## config.mk

```make
export PLATFORM = sky130hd
export DESIGN_NAME = clock_works_flat
export DESIGN_NICKNAME = d
export VERILOG_FILES = /design/src/rtl/clock_works_pkg.sv /design/src/rtl/clock_works_if.sv /design/src/rtl/clock_works_clock_divider.sv /design/src/rtl/clock_works.sv /design/src/flat_wrapper.sv
export SDC_FILE = /design/constraint.sdc
export NUM_CORES = 1
export LEC_CHECK = 0
export BUFFER_PORTS_ARGS = -buffer_cell sky130_fd_sc_hd__buf_2
export CAP_MARGIN = 10
export CORE_MARGIN = 2
export CORE_UTILIZATION = 45
export DETAILED_ROUTE_END_ITERATION = 8
export PLACE_DENSITY_LB_ADDON = 0.3
export SLEW_MARGIN = 20
export SYNTH_ARGS = -nofsm -noshare
export SYNTH_HDL_FRONTEND = slang
export SYNTH_SLANG_ARGS = --single-unit
```

## constraint.sdc

```tcl
create_clock -name CLK -period 1.8 [get_ports CLK]
set_clock_uncertainty 0.2 [all_clocks]
set_input_delay 0.36 -clock CLK [delete_from_list [all_inputs] [get_ports CLK]]
set_output_delay 0.36 -clock CLK [all_outputs]
set_load 0.03 [all_outputs]
```

## src/rtl/clock_works_pkg.sv

```systemverilog
// -----------------------------------------------------------------------------
// clock_works_pkg
// Shared constants and helpers for the board clock/reset conditioner.
//   DEFAULT_SLOW       : divider exponent used when the top is not overridden
//   DEFAULT_RST_CYCLES : number of divided-clock rises the reset is stretched by
//   stretch_state_e    : decoded view of the reset stretcher
//   rcnt_width()       : width of a counter that must be able to hold 0..cycles
// -----------------------------------------------------------------------------
package clock_works_pkg;

  localparam int DEFAULT_SLOW       = 24;
  localparam int DEFAULT_RST_CYCLES = 4;

  // The stretcher is either still holding the SoC in reset or has released it.
  typedef enum logic {
    STRETCH_ACTIVE = 1'b0,
    STRETCH_DONE   = 1'b1
  } stretch_state_e;

  // The stretch counter saturates at exactly 'cycles', so it needs room for
  // that value itself, not just cycles-1.
  function automatic int rcnt_width(input int cycles);
    return $clog2(cycles + 1);
  endfunction

endpackage

```

## src/rtl/clock_works_if.sv

```systemverilog
// -----------------------------------------------------------------------------
// clock_works_if
// System clock/reset bundle handed from the conditioner to the SoC.
//   clk   : divided system clock
//   reset : system reset, active-high, async assert, release synchronous to clk
// Modports:
//   master : the conditioner, drives clk and reset
//   slave  : any SoC block consuming clk and reset
// -----------------------------------------------------------------------------
interface clock_works_if;

  logic clk;
  logic reset;

  modport master (
    output clk,
    output reset
  );

  modport slave (
    input clk,
    input reset
  );

endinterface

```

## src/rtl/clock_works_clock_divider.sv

```systemverilog
// -----------------------------------------------------------------------------
// clock_divider
// Free-running power-of-two divider for the board clock.
//   SLOW : divider exponent; clk = CLK / 2^SLOW, SLOW = 0 passes CLK through
// Ports:
//   CLK  in  board clock
//   clk  out divided clock, 50% duty, taken straight from a register bit
// The counter has no reset on purpose: the divided clock must keep running
// while the SoC is held in reset so synchronous-reset logic sees edges.
// clk is a fabric-derived clock; place it on a global buffer where the
// target allows.
// -----------------------------------------------------------------------------
module clock_divider
  import clock_works_pkg::*;
#(
  parameter int SLOW = DEFAULT_SLOW
) (
  input  logic CLK,
  output logic clk
);

  generate
    if (SLOW == 0) begin : g_passthrough
      // No division requested: hand the board clock straight through.
      assign clk = CLK;
    end else begin : g_counter
      // Starts at zero from the register init value, so the first clk rise
      // lands on the 2^(SLOW-1)-th CLK rise after power-up.
      logic [SLOW-1:0] cnt = '0;

      always_ff @(posedge CLK) begin
        cnt <= cnt + SLOW'(1);
      end

      // The MSB is itself a flop output, so clk cannot glitch.
      assign clk = cnt[SLOW-1];
    end
  endgenerate

endmodule

```

## src/rtl/clock_works.sv

```systemverilog
// -----------------------------------------------------------------------------
// clock_works
// Board-level clock/reset conditioner between the FPGA pins and the SoC.
//   SLOW       : divider exponent, clk = CLK / 2^SLOW (0 = no divider)
//   RST_CYCLES : clk rises the reset is held after RESET drops (2..255)
// Ports:
//   CLK    in   board clock, the only clock input
//   RESET  in   reset button, asynchronous, active-high
//   sys    out  clock_works_if master: divided clk and stretched reset
// All SoC logic runs on sys.clk / sys.reset; nothing downstream should touch
// CLK or RESET directly.
// -----------------------------------------------------------------------------
module clock_works
  import clock_works_pkg::*;
#(
  parameter int SLOW       = DEFAULT_SLOW,
  parameter int RST_CYCLES = DEFAULT_RST_CYCLES
) (
  input  logic          CLK,
  input  logic          RESET,
  clock_works_if.master sys
);

  localparam int                RCNT_W    = rcnt_width(RST_CYCLES);
  localparam logic [RCNT_W-1:0] RCNT_DONE = RCNT_W'(RST_CYCLES);

  logic              clk_div;
  logic [RCNT_W-1:0] rcnt = '0;
  stretch_state_e    stretch_state;

  clock_divider #(
    .SLOW (SLOW)
  ) u_divider (
    .CLK (CLK),
    .clk (clk_div)
  );

  // Reset stretcher. RESET clears the count asynchronously, so even a
  // glitch narrower than a CLK period restarts a full stretch. Release is
  // counted on clk rises, which makes the fall of reset synchronous to clk;
  // with RST_CYCLES >= 2 the first two counts act as a metastability filter
  // for the asynchronous RESET release. The count saturates and never wraps.
  always_ff @(posedge clk_div or posedge RESET) begin
    if (RESET) begin
      rcnt <= '0;
    end else if (rcnt != RCNT_DONE) begin
      rcnt <= rcnt + RCNT_W'(1);
    end
  end

  // Decode the stretcher from registered state only, so reset is clean and
  // rises in the same instant the count is cleared.
  always_comb begin
    stretch_state = STRETCH_ACTIVE;
    if (rcnt == RCNT_DONE) begin
      stretch_state = STRETCH_DONE;
    end
  end

  assign sys.clk   = clk_div;
  assign sys.reset = (stretch_state == STRETCH_ACTIVE);

endmodule

```

## src/flat_wrapper.sv

```systemverilog
// flat-port wrapper written by rule: the top's interface ports become plain ports
module clock_works_flat import clock_works_pkg::*;
#(
  parameter int SLOW       = DEFAULT_SLOW,
  parameter int RST_CYCLES = DEFAULT_RST_CYCLES
)
  (CLK, RESET, sys_clk, sys_reset);
  clock_works_if sys_i ();
  input  logic CLK;
  input  logic RESET;
  output wire logic [$bits(sys_i.clk)-1:0] sys_clk;
  output wire logic [$bits(sys_i.reset)-1:0] sys_reset;
  assign sys_clk = sys_i.clk;
  assign sys_reset = sys_i.reset;
  clock_works #(.SLOW(SLOW), .RST_CYCLES(RST_CYCLES)) u_core (.CLK(CLK), .RESET(RESET), .sys(sys_i));
endmodule
```

=== Yosys cells after proc, flatten, opt, wreduce, memory -nomap -nowiden ===
Index checks and enable logic that the tools add are counted.

* Output and inout bits: 2
* Input bits: 2
* Register bits after elaboration: 27

* Equality and inequality tests: 2
* Add/sub/neg operators: 2
* Muxes and demuxes: 1
* Bitwise logic cells: 1

{| class="wikitable"
|+ Operators with widths
! cell !! number
|-
| $add 24x1->24 const B || 1
|-
| $add 3x1->3 const B || 1
|-
| $eq 3x3->1 const B || 1
|-
| $ne 3x3->1 const B || 1
|-
| $mux 1 || 1
|-
| $not 1->1 || 1
|}

=== Depth between registers and ports, before layout ===
* Depth in word-level cells: 3
* Depth in mapped cells: 5
* Gate-level depth less buffers: 5

=== Hierarchy ===
From an unflattened synthesis, not the netlist that was laid out.

* Cells, all modules: 97
* Area, all modules: 1,057.3 µm²

{| class="wikitable"
|+ By module, submodules not included
! module !! area an instance (µm²) !! cells each !! times used !! sequential area each (µm²)
|-
| clock_divider || 900.9 || 83 || 1 || 480.5
|-
| clock_works || 156.4 || 14 || 1 || 75.1
|}

==> impl_metrics.toml <==
[clock_tree]
cts_tree = "yes"
clock_path_buffers = 2
root_buffer = "clkbuf_4"
cts.clk_slew.worst_paths_ps = 120
ctsHtreeMaxLevel = 1
hold_buffers = 0
clk_latency_ps = 320
cts_buffers = 3

[routing]
num_vias = 660
postRouteAntennaNets = 0
wl_per_cell_um = 10.8
drcViolationCount = 0
via_per_inst = 4.78
drt-pass1-iter-count = 4
drt-total-wl_um = 1490
drt_iter0_markers = 15

[global_routing]
grt_max_degree = 14
track_usage_pct = 13.0
grt_pass1_wl_um = 2640
grt_pass1_vias = 646
overflow = 0
antenna_found_initial = 0

[die]
dieWidth_um = 52.9
start_util_pct = 48.1
std_cell_rows = 17
die_h_um = 52.9
ios = 4
coreArea_um2 = 2230
die_area_um2 = 2800

[place]
gp_congestion = 0.780
port_buffers = 3
hpwl_um = 1090
dp_slack_ps = 69.6

[logic_synthesis]
syn_nets = 106
yosys_warnings = 0
netlist_top_cells_area = "dfxtp_1, xnor2_1, dfrtp_1, xor2_1, nor4_4"
ys_seq_area_share_pct = 51.7
synth_top_family_by_area = "simple AND/OR/NAND/NOR gates"
synth-adder-area-share_pct = 3.49
synth.area.mux_share_pct = 0
yosys.area_share.xor_xnor_pct = 18.7
yosys.area_share.simple_pct = 23.5
synth_compound_area_share_pct = 0.466
synthCells = 101
ys_seq_elements = 27
synth_top_area_cell = "dfxtp_1"
synth_area_um2 = 1070
yosysUniqueCellTypes = 18
synth_area_per_cell_um2 = 10.6
netlist.area_leader.share_pct = 44.7

[power]
leakagePower_nw = 0.445
vdd_drop_max_mv = 0.528
p_total_mw = 0.807
cellPowerDensity_nw_per_um2 = 675

[cells_and_area]
mostFrequentLayoutCells = "dfxtp_1, xnor2_1, nand2_1, nor2_1"
n_fill_cell = 197
nNetsFinal = 116
antenna_cells = 0
drive_above_1_share_pct = 17.3
layout_commonest_cell = "dfxtp_1"
area_delta_synth_final_pct = 11.2

[sta]
fmax_mhz = 595
grt_setup_unrepaired = "no"
setup-violations-final = 0
tightest_slew_ps = 353
slew_viol_final = 0
tns_ps = 0
unclocked_regs = 3
fin_ws_ps = 119
untimed_endpoints = 4
finalCriticalPeriod_ps = 1680
fin_crit_sh_pct = 93.4
slew_headroom_pct = 76.3
hold_violations = 0

[status]
status = "completed"

[run]
maxCapViolCount = 0

[worst_setup_path]
crit_arrival_ps = 1700
slowest_stage = "nor4_4"
critPathMaxFanout = 5
endpoint_kind = "flip-flop"
start_kind = "flip-flop"
crit_chain = "ha_4 > nand4_1 > nor4_4 > nand3_1 > xnor2_1"
cp.required_ps = 1820
critPathKind = "reg2reg"
max_stage_delay_ps = 420

[min_path]
worstHoldPathType = "reg2reg"
==> timing repair <==
item                                   in CTS  in global routing
setup endpoints to repair                   0                  6
endpoints found under the hold margin       0                  0
resized for setup                           0                  6
setup buffers                               0                  2
==> routing by layer <==
layer | up-vias | GRT usage, % | part of all wire (%)
met5 | - | 0 | 0
met4 | 0 | 7.26 | 2.1
met3 | 3 | 3.39 | 2.2
met2 | 7 | 19.6 | 45
met1 | 295 | 16.7 | 51
li1 | 355 | - | -
==> metrics by stage <==
step / cell area (um2) / instances / hold slack, ps / utilization, %
after floorplan: 1070 / 101 / 182 / -
after global placement: 1120 / 132 / 190 / 50.4
after detailed placement: 1120 / 132 / 205 / 50.4
after CTS: 1160 / 136 / 236 / 52.0
after global routing: 1190 / 138 / 276 / 53.5
final: 1190 / 138 / 251 / 53.5
==> final cells by class <==
class                           count  area (um2)  area share, %
Clock buffer                        4        36.3           3.04
Inverter                            6        22.5           1.88
Multi-Input combinational cell     68         509           42.6
Sequential cell                    27         562           47.0
Tap cell                           28        35.0           2.93
Timing Repair Buffer                5        30.0           2.51
==> flip-flops by register name, summed over array words and instances (netlist names) <==
name	cells
u_core.u_divider.g_counter.cnt	24
u_core.rcnt	3
==> worst paths after layout <==
kind / startpoint / end / slack [ps] / cells after the start
worst max register to register: u_core.u_divider.g_counter.cnt[0] / u_core.u_divider.g_counter.cnt[16] / 120 / 5
worst min register to register: u_core.u_divider.g_counter.cnt[0] / u_core.u_divider.g_counter.cnt[0] / 250 / 1
worst min-delay path: u_core.u_divider.g_counter.cnt[0] / u_core.u_divider.g_counter.cnt[0] / 250 / 1
worst max-delay path: u_core.u_divider.g_counter.cnt[0] / u_core.u_divider.g_counter.cnt[16] / 120 / 5
==> worst max-delay path: cells and delay by family, from the launching register on <==
family | cells | cell delay [ps]
adder cells (fa/ha/maj) | 1 | 140
AND/OR/NAND/NOR | 3 | 710
flip-flops | 1 | 390
XOR/XNOR | 1 | 150
==> where the power goes <==
group / leakage [nW] / switching (mW) / internal (mW)
Sequential: 0.232 / 0 / 0.529
Clock: 0.0210 / 0.151 / 0.124
Combinational: 0.193 / 0.00153 / 0.000913
Total: 0.445 / 0.153 / 0.654
==> cells by family after synthesis <==
| family | count (synthesis) |
|---|---|
| DFF | 27 |
| AOI/OAI and AO/OA | 1 |
| xor gates and xnor gates | 23 |
| adders and majority gates | 3 |
| buffers and inverters | 6 |
| and+or+nand+nor | 41 |
==> Yosys cell counts <==
library cell	count
dfxtp_1	24
nor2_1	8
nand2b_1	1
and3_1	1
xor2_1	6
xnor2_1	17
and3_2	1
dfrtp_1	3
nor3_1	2
nand4_4	1
o21ai_0	1
ha_1	3
nor4_4	2
nand3_2	2
nand3_1	6
inv_1	6
nand4_1	6
nand2_1	11
No activity file was read; power rests on OpenSTA's default activity.
